File: src/rtl/seg_scan_blink_if.sv
// Digit/blink control inputs and multiplexed display outputs of the stopwatch display scanner.
interface seg_scan_blink_if;
    logic [3:0] d0;
    logic [3:0] d1;
    logic [3:0] d2;
    logic [3:0] d3;
    logic       blink_en;
    logic       blink_sel;
    logic [6:0] dispDigit;
    logic [3:0] selector;

    modport master (
        output d0, d1, d2, d3, blink_en, blink_sel,
        input  dispDigit, selector
    );

    modport slave (
        input  d0, d1, d2, d3, blink_en, blink_sel,
        output dispDigit, selector
    );
endinterface

File: src/rtl/seg_scan_blink.sv
// Scans four BCD digits onto a common-anode 7-segment display and blinks the
// field being adjusted (minutes or seconds).
module seg_scan_blink #(
    parameter int REFRESH_DIV = 100000,
    parameter int BLINK_DIV   = 250
) (
    input  logic           clk,
    input  logic           RESET_N,
    seg_scan_blink_if.slave bus
);
    localparam int PW = $clog2(REFRESH_DIV);
    localparam int BW = (BLINK_DIV > 1) ? $clog2(BLINK_DIV) : 1;

    logic [PW-1:0] presc_r;
    logic [1:0]    slot_r;
    logic [BW-1:0] bcnt_r;
    logic          bphase_r;
    logic [3:0]    selector_r;
    logic [6:0]    disp_r;

    logic          tick_s;
    logic [3:0]    digit_s;
    logic          in_field_s;
    logic          blank_s;
    logic [6:0]    seg_next_s;

    // Active-low segment pattern; non-BCD codes show a lone g segment.
    function automatic logic [6:0] bcd_to_seg(input logic [3:0] v);
        logic [6:0] s;
        case (v)
            4'd0:    s = 7'b1000000;
            4'd1:    s = 7'b1111001;
            4'd2:    s = 7'b0100100;
            4'd3:    s = 7'b0110000;
            4'd4:    s = 7'b0011001;
            4'd5:    s = 7'b0010010;
            4'd6:    s = 7'b0000010;
            4'd7:    s = 7'b1111000;
            4'd8:    s = 7'b0000000;
            4'd9:    s = 7'b0010000;
            default: s = 7'b0111111;
        endcase
        return s;
    endfunction

    // Slot-entry decision: which digit is entered and whether it is blanked.
    always_comb begin
        tick_s = (presc_r == PW'(REFRESH_DIV - 1));
        case (slot_r)
            2'd0:    digit_s = bus.d0;
            2'd1:    digit_s = bus.d1;
            2'd2:    digit_s = bus.d2;
            2'd3:    digit_s = bus.d3;
            default: digit_s = 4'd0;
        endcase
        // blink_sel=0 selects the minutes pair (slots 2,3), 1 the seconds pair.
        if (bus.blink_sel) begin
            in_field_s = ~slot_r[1];
        end else begin
            in_field_s = slot_r[1];
        end
        blank_s = bus.blink_en & bphase_r & in_field_s;
        if (blank_s) begin
            seg_next_s = 7'b1111111;
        end else begin
            seg_next_s = bcd_to_seg(digit_s);
        end
    end

    // Refresh prescaler producing one tick per digit slot.
    always_ff @(posedge clk or negedge RESET_N) begin
        if (!RESET_N) begin
            presc_r <= '0;
        end else if (tick_s) begin
            presc_r <= '0;
        end else begin
            presc_r <= presc_r + PW'(1);
        end
    end

    // slot_r names the slot entered on the next tick, so the first tick enters slot 0.
    always_ff @(posedge clk or negedge RESET_N) begin
        if (!RESET_N) begin
            slot_r <= 2'd0;
        end else if (tick_s) begin
            slot_r <= slot_r + 2'd1;
        end else begin
            slot_r <= slot_r;
        end
    end

    // Blink half-period counter; cleared whenever adjust mode is off so re-entry starts visible.
    always_ff @(posedge clk or negedge RESET_N) begin
        if (!RESET_N) begin
            bcnt_r   <= '0;
            bphase_r <= 1'b0;
        end else if (!bus.blink_en) begin
            bcnt_r   <= '0;
            bphase_r <= 1'b0;
        end else if (tick_s) begin
            if (bcnt_r == BW'(BLINK_DIV - 1)) begin
                bcnt_r   <= '0;
                bphase_r <= ~bphase_r;
            end else begin
                bcnt_r   <= bcnt_r + BW'(1);
                bphase_r <= bphase_r;
            end
        end else begin
            bcnt_r   <= bcnt_r;
            bphase_r <= bphase_r;
        end
    end

    // Anode and cathode registers load together at slot entry only.
    always_ff @(posedge clk or negedge RESET_N) begin
        if (!RESET_N) begin
            selector_r <= 4'b1111;
            disp_r     <= 7'b1111111;
        end else if (tick_s) begin
            selector_r <= ~(4'b0001 << slot_r);
            disp_r     <= seg_next_s;
        end else begin
            selector_r <= selector_r;
            disp_r     <= disp_r;
        end
    end

    assign bus.selector  = selector_r;
    assign bus.dispDigit = disp_r;
endmodule
File: src/flat_wrapper.sv
// flat-port wrapper written by rule: the top's interface ports become plain ports
module seg_scan_blink_flat 
#(
    parameter int REFRESH_DIV = 100000,
    parameter int BLINK_DIV   = 250
)
  (clk, RESET_N, bus_d0, bus_d1, bus_d2, bus_d3, bus_blink_en, bus_blink_sel, bus_dispDigit, bus_selector);
  seg_scan_blink_if bus_i ();
  input  logic clk;
  input  logic RESET_N;
  input wire logic [$bits(bus_i.d0)-1:0] bus_d0;
  input wire logic [$bits(bus_i.d1)-1:0] bus_d1;
  input wire logic [$bits(bus_i.d2)-1:0] bus_d2;
  input wire logic [$bits(bus_i.d3)-1:0] bus_d3;
  input wire logic [$bits(bus_i.blink_en)-1:0] bus_blink_en;
  input wire logic [$bits(bus_i.blink_sel)-1:0] bus_blink_sel;
  output wire logic [$bits(bus_i.dispDigit)-1:0] bus_dispDigit;
  output wire logic [$bits(bus_i.selector)-1:0] bus_selector;
  assign bus_i.d0 = bus_d0;
  assign bus_i.d1 = bus_d1;
  assign bus_i.d2 = bus_d2;
  assign bus_i.d3 = bus_d3;
  assign bus_i.blink_en = bus_blink_en;
  assign bus_i.blink_sel = bus_blink_sel;
  assign bus_dispDigit = bus_i.dispDigit;
  assign bus_selector = bus_i.selector;
  seg_scan_blink #(.REFRESH_DIV(REFRESH_DIV), .BLINK_DIV(BLINK_DIV)) u_core (.clk(clk), .RESET_N(RESET_N), .bus(bus_i));
endmodule
File: config.mk
export PLATFORM = sky130hd
export DESIGN_NAME = seg_scan_blink_flat
export DESIGN_NICKNAME = d
export VERILOG_FILES = /design/src/rtl/seg_scan_blink_if.sv /design/src/rtl/seg_scan_blink.sv /design/src/flat_wrapper.sv
export SDC_FILE = /design/constraint.sdc
export NUM_CORES = 1
export LEC_CHECK = 0
export CAP_MARGIN = 10
export CORE_MARGIN = 3
export CORE_UTILIZATION = 25
export CTS_BUF_LIST = sky130_fd_sc_hd__clkbuf_4 sky130_fd_sc_hd__clkbuf_8
export CTS_CLUSTER_SIZE = 40
export DETAILED_ROUTE_END_ITERATION = 12
export SETUP_SLACK_MARGIN = 0.5
export SLEW_MARGIN = 20
export SYNTH_ARGS = -nofsm -noshare
export SYNTH_HDL_FRONTEND = slang
export SYNTH_SLANG_ARGS = --single-unit
File: constraint.sdc
create_clock -name clk -period 2.2 [get_ports clk]
set_input_delay 0.33 -clock clk [delete_from_list [all_inputs] [get_ports clk]]
set_output_delay 0.33 -clock clk [all_outputs]
set_load 0.005 [all_outputs]
==> summary.txt, run 1 <==
Outcome
  • Status: completed

Logic synthesis
  • Sequential cell area fraction in the yosys report: between 40% and 50%
  • Flop and latch count out of synthesis: 39
  • Syn_nets: around 260
  • Synthesis warning total: 0
  • Mapped Area: around 2200 µm²
  • Post-synth cell types: 41
  • Mapped Cells: between 200 and 250
  • Synth Area per Inst: a little under 10 µm²

Clock network
  • CTS Buf Count: 5
  • Worst-Skew Late Latency: roughly 290 ps
  • Root buffer cell: clkbuf_8
  • Clock tree sinks: 39
  • Maximum clock path buffer count: 2
  • CTS clock-pin slew for the worst setup and hold paths: about 80 ps
  • H-tree levels: 2
  • CTS tree: done

Power and ir drop
  • Pwr dens: between 400 and 500 nW/µm²
  • Max VDD drop: approximately 0.22 mV
  • Power Total: approximately 1.3 mW
  • P_leak: roughly 1.2 nW

Critical path
  • Slowest-stage cell, CP: a222oi_1
  • Crit path kind: reg2reg
  • Crit. End Element: flop
  • CP arrival: approximately 2300 ps
  • Worst endpoint required time: 2430 ps
  • Largest stage delay, worst path: around 500 ps
  • Worst reg2reg setup slack: 120 ps
  • Worst Reg-to-Reg Cells: 8
  • Delay-heaviest family, CP: compound AO/OA/AOI/OAI gates
  • End of the worst register-to-register path: u_core.bus.dispDigit[3]$_DFFE_PN1N_
  • R2r startpoint: u_core.slot_r[1]$_DFFE_PN0N_
  • CP Buf/Inv Count: 1
  • Cell Chain, Critical Path: ha_4, a222oi_1, mux2i_4, inv_2, ha_4, nor3_2, nor2_1, a21oi_1
  • Top cell by count, worst path: ha_4
  • Crit path launch type: flop
  • CP Max Fanout: 6

Detailed routing
  • DR WL met2: approximately 2500 µm
  • Wl on met1: 2360 µm
  • Vias: roughly 1800
  • Met3 wire length: about 170 µm
  • DRC marker count from the first detailed-route iteration: between 90 and 100
  • WL final: between 5000 and 6000 µm
  • Routed WL per cell: 13.3 µm
  • Final ANT Viol Nets: 0
  • Remaining DRCs: 0
  • DR vias/cell: ~4.7
  • Pre-Repair DR Iteration Count: 5
  • Uppermost layer routed: met4

Place
  • Dpl hpwl: roughly 3300 µm
  • Number of port buffers: 30
  • Gpl congestion: around 0.8

Timing
  • Tmin final: about 2100 ps
  • Relative slew slack: between 40 and 50%
  • Worst slew pin tran: just under 900 ps
  • Setup TNS: 0 ps
  • Final Hold Viols: 0
  • Final period util: approximately 95%
  • Max-slew violation count: 0
  • Maximum clock frequency: 481 MHz
  • Endpoints failing setup: 0
  • Worst Skew: 6.83 ps
  • RSZ-0062 raised after global routing: yes

Global routing
  • Antenna violations before repair: 0
  • Vias in the first global route: approximately 1800
  • First-pass GRT wire length: around 8200 µm
  • GRT overflow: 0
  • Gr usage total: ~10%
  • Largest net degree at the start of global routing: 40

Die
  • Die Height: a little under 100 µm
  • Die X: 98.9 µm
  • Num rows: 33
  • Initial core utilization: between 20% and 30%
  • Die area: between 9000 and 10000 µm²
  • Io pins: 31
  • Core Area: 8300 µm²

Cells and area
  • P&R area growth vs syn: 39.2%
  • Nets: between 300 and 400
  • Fillers: between 800 and 900
  • ANT cells: 0
  • Share of layout cells above drive strength 1: between 20% and 30%

Flow run
  • Max Cap Viol: 0

Min path
  • HP Class: in2async
registers in the layout (all words and copies together), names as in the netlist:
name	flops
u_core.slot_r	2
u_core.presc_r	17
u_core.bphase_r	1
u_core.bus.dispDigit	7
u_core.bus.selector	4
u_core.bcnt_r	8
routing by layer:
layer	GRT usage, %	up-vias
met1	13.4	868
met3	3.18	2
li1	-	889
met4	2.63	0
met2	16.2	23
met5	0	-
cell usage after synthesis, drive strengths merged:
cell	count	area (µm²)
nand3	10	50.1
nor3	4	20.0
nand2b	1	6.26
or4b	1	10.0
o31ai	1	7.51
o21bai	1	7.51
a22o	2	17.5
a222oi	3	30.0
xor2	7	61.3
a22oi	2	15.0
mux2	2	22.5
nor2	24	90.1
and3b	1	8.76
or2	1	6.26
buf	2	10.0
nor4b	1	23.8
mux2i	2	20.0
and4	1	8.76
nand4	3	33.8
and2	5	31.3
xnor2	8	70.1
inv	13	48.8
ha	11	138
and3	7	43.8
clkinv	1	3.75
dfstp	11	289
nor4	3	40.0
nand2	19	73.8
a21oi	19	95.1
dfrtp	28	701
a32o	1	10.0
clkbuf	3	12.5
or4	3	22.5
a31oi	3	18.8
or3	7	43.8
o21ai	13	65.1
how the worst max path moves through the flow:
stage | slack (ps) | cells past startpoint | from | to
after floorplan | 330 | 8 | u_core.slot_r[1]$_DFFE_PN0N_ | u_core.bus.dispDigit[3]$_DFFE_PN1N_
after detailed placement | 50 | 8 | bus_d3[1] | u_core.bus.dispDigit[3]$_DFFE_PN1N_
after CTS | 140 | 7 | u_core.slot_r[0]$_DFFE_PN0N_ | u_core.bus.dispDigit[5]$_DFFE_PN1N_
after global routing | 40 | 8 | u_core.slot_r[0]$_DFFE_PN0N_ | u_core.bus.dispDigit[3]$_DFFE_PN1N_
final | 120 | 8 | u_core.slot_r[1]$_DFFE_PN0N_ | u_core.bus.dispDigit[3]$_DFFE_PN1N_
after global placement | 100 | 8 | bus_d3[1] | u_core.bus.dispDigit[3]$_DFFE_PN1N_
stage by stage:
stage | instance area (µm²) | worst slack (ps) | cells | util, % | hold WS (ps)
final | 3000 | 121 | 381 | 36.2 | 146
after global routing | 3000 | 39.8 | 381 | 36.2 | 227
after CTS | 2860 | 144 | 375 | 34.5 | 192
after detailed placement | 2620 | 48.6 | 356 | 31.5 | 473
after global placement | 2620 | 102 | 356 | 31.5 | 451
after floorplan | 2190 | 325 | 224 | - | 34.4
cells by family (layout without fill, tap and decap cells):
| logic type | after synthesis | after routing | share of synthesized area (%) |
|---|---|---|---|
| xor+xnor | 15 | 15 | 6.09 |
| buf+inv | 19 | 71 | 3.48 |
| fa+ha+maj | 11 | 11 | 6.38 |
| flops | 39 | 39 | 45.9 |
| compound gates | 45 | 45 | 12.4 |
| mux | 4 | 4 | 1.97 |
| simple gates | 91 | 91 | 23.8 |
power breakdown:
group | switching (mW) | leakage, nW | internal, mW
sequential | 0.000000000000000418 | 0.485 | 0.717
combinational | 0.0476 | 0.654 | 0.0539
clock | 0.256 | 0.0491 | 0.248
cell type report:
class                      instances  area, µm²  share of cell area (%)
clock buffer                       7       83.8                    2.79
clock inverter                     1       5.00                   0.167
inverter                          14       57.6                    1.92
multi-input combinational        166       1260                    41.9
sequential                        39        995                    33.2
tap                              105        131                    4.38
timing repair buffer              49        472                    15.7
timing repair:
action                                  4_1_cts  5_1_grt
endpoints found under the setup margin       17       35
resized for setup                            13       24
pin swaps                                    10       13
buffers inserted                             11        6
hold buffers                                  0        0
layout by cell type (no fill, tap or decap), types with 3 or more instances in the layout:
cell type	synthesis	routed
xnor2_1	8	8
a222oi_1	3	3
ha_1	11	4
buf_6	0	3
ha_4	0	5
a21oi_1	19	17
clkdlybuf4s50_1	0	25
clkbuf_8	0	5
nand3_1	10	9
buf_4	0	15
o21ai_0	13	13
nand2_1	18	18
xor2_1	7	7
nor3_2	0	3
dlymetal6s2s_1	0	4
nor2_1	24	23
inv_1	13	10
dfrtp_2	0	4
and2_1	5	4
or3_1	7	7
dfrtp_1	28	24
or4_1	3	3
a31oi_1	3	3
and3_1	7	6
dfstp_2	11	11
(Power assumes the default switching activity.)
==> run 2: changes to the inputs <==
--- a/config.mk
+++ b/config.mk
@@ -8,10 +8,11 @@
 export CAP_MARGIN = 10
 export CORE_MARGIN = 3
 export CORE_UTILIZATION = 25
-export CTS_BUF_LIST = sky130_fd_sc_hd__clkbuf_4 sky130_fd_sc_hd__clkbuf_8
+export CTS_BUF_LIST = sky130_fd_sc_hd__clkbuf_16
 export CTS_CLUSTER_SIZE = 40
 export DETAILED_ROUTE_END_ITERATION = 12
 export SETUP_SLACK_MARGIN = 0.5
+export SKIP_CTS_REPAIR_TIMING = 1
 export SLEW_MARGIN = 20
 export SYNTH_ARGS = -nofsm -noshare
 export SYNTH_HDL_FRONTEND = slang
==> summary.txt, run 2 (synthesis results as in run 1) <==
Power and ir drop
  • Max VDD drop: 0.271 mV
  • Pwr dens: between 400 and 500 nW/µm²
  • Internal Power: ~1.2 mW
  • Sequential power share: about half
  • Sw Pwr: 0.316 mW
  • Clock power frac: a little under half
  • Logic pwr share: 5.8%
  • P_leak: between 1 and 1.5 nW
  • Power Total: roughly 1.5 mW
  • Sw Ratio: 21.2%

Cells and area
  • Reg with most FFs: u_core.presc_r
  • Most frequent cells in the layout: 29 x clkdlybuf4s50_1, 23 x dfrtp_1, 22 x nor2_1
  • Post-route cell area: 3060 µm²
  • Nets: between 300 and 400
  • Final std cells w/o fill: about 380
  • ANT cells: 0
  • Largest register FFs: 17
  • P&R area growth vs syn: 41.7%
  • Share of layout cells above drive strength 1: between 20% and 30%
  • Fillers: 804
  • Register area: about 1000 µm²
  • Multi-input logic area: about 1300 µm²
  • Most common cell after layout, fill and taps aside: clkdlybuf4s50_1

Detailed routing
  • Remaining DRCs: 0
  • DR vias/cell: between 4 and 5
  • Pre-Repair DR Iteration Count: 4
  • Final ANT Viol Nets: 0
  • WL final: a little over 5000 µm
  • Routed WL per cell: 13.4 µm
  • Vias: ~1800
  • DRC marker count from the first detailed-route iteration: between 100 and 150

Global routing
  • Vias in the first global route: 1739
  • Gr usage total: approximately 9.8%
  • First-pass GRT wire length: approximately 7900 µm
  • Largest net degree at the start of global routing: 40
  • GRT overflow: 0
  • Antenna violations before repair: 0

Timing
  • Setup TNS: 0 ps
  • Worst slew pin tran: approximately 870 ps
  • Max-slew violation count: 0
  • Endpoints failing setup: 0
  • RSZ-0062 raised after global routing: yes
  • Maximum clock frequency: ~470 MHz
  • Final setup margin: about 60 ps
  • Worst Skew: between 2 and 3 ps
  • Final period util: between 90% and 100%
  • Tmin final: about 2100 ps
  • Relative slew slack: between 40% and 50%
  • Final Hold Viols: 0

Clock network
  • CTS tree: done
  • Clock tree sinks: 39
  • CTS Buf Count: 5
  • Root buffer cell: clkbuf_16
  • Maximum clock path buffer count: 2
  • H-tree levels: 2
  • Worst-Skew Late Latency: 280 ps
  • CTS clock-pin slew for the worst setup and hold paths: approximately 60 ps

Flow run
  • Max Cap Viol: 0

Critical path
  • Slowest-stage cell, CP: dfrtp_2
  • CP arrival: about 2300 ps
  • Crit path launch type: flop
  • Worst endpoint required time: roughly 2400 ps
  • CP Max Fanout: 8
  • Largest stage delay, worst path: 430 ps
  • Crit. End Element: flop
  • Cell Chain, Critical Path: buf_4, ha_4, a222oi_1, mux2i_2, nor4_1, nor2_1, a21oi_1
  • Crit path kind: reg2reg

Place
  • Gpl congestion: a little under 0.8
  • Dpl hpwl: approximately 3300 µm
  • DP Worst Slack: around 49 ps
  • Placed insts: about 360
  • Number of port buffers: 30
  • Area of placed instances: between 2000 and 3000 µm²

Min path
  • HP Class: in2async

Die
  • Num rows: 33
  • Die Height: 98.9 µm
  • Die X: about 99 µm
  • Die area: 9770 µm²
  • Io pins: 31
  • Core Area: 8300 µm²
  • Initial core utilization: about 26%

Outcome
  • Status: completed
-- run 2: through the flow --
step	util, %	hold slack (ps)
6_report	36.8	157
5_1_grt	36.8	248
4_1_cts	33.2	212
3_5_place_dp	31.5	473
3_3_place_gp	31.5	451
2_1_floorplan	-	34.4
-- run 2: final timing paths --
path	end	start	slack, ps	cells past startpoint
worst max-delay path	u_core.bus.dispDigit[3]$_DFFE_PN1N_	u_core.slot_r[1]$_DFFE_PN0N_	60	7
worst min-delay path	u_core.bcnt_r[7]$_DFFE_PN0P_	RESET_N	160	1
worst max register to register	u_core.bus.dispDigit[3]$_DFFE_PN1N_	u_core.slot_r[1]$_DFFE_PN0N_	60	7
worst min register to register	u_core.bus.selector[0]$_DFFE_PN1N_	u_core.bus.selector[0]$_DFFE_PN1N_	460	2
max in group asynchronous	u_core.presc_r[6]$_DFF_PN0_	RESET_N	1430	1
min in group clk	u_core.bus.selector[0]$_DFFE_PN1N_	u_core.bus.selector[0]$_DFFE_PN1N_	460	2
-- run 2: power by group through the flow --
stage	Combinational, mW	Sequential (mW)	Clock, mW
finish	0.0860	0.719	0.683
global route	0.0947	0.718	0.732
CTS	0.0832	0.718	0.706
detailed placement	0.0826	0.731	0
global placement	0.0819	0.731	0
floorplan	0.0282	0.731	0
-- run 2: per-layer routing --
| layer | up-vias | global-route usage, % | part of all wire, % | wire length (µm) |
|---|---|---|---|---|
| met5 | - | 0 | 0 | 0 |
| met4 | 0 | 2.94 | 1.8 | 91 |
| met3 | 8 | 3.18 | 4.8 | 245 |
| met2 | 38 | 15.5 | 47 | 2400 |
| met1 | 883 | 12.8 | 46 | 2370 |
| li1 | 896 | - | - | - |
-- run 2: area by class of cell --
cell class                      instances  area share [%]
Multi-Input combinational cell        167            41.8
Sequential cell                        39            32.6
Timing Repair Buffer                   49            15.1
Tap cell                              105            4.30
Clock buffer                            5            4.10
Inverter                               14            1.72
Clock inverter                          3           0.410
-- run 2: critical path, delay by kind of cell (launching register included) --
family	cells	cell delay (ps)
adders and majority gates	1	170
buffers and inverters	1	150
DFF	1	430
AOI/OAI and AO/OA	2	610
and+or+nand+nor	2	480
muxes	1	220
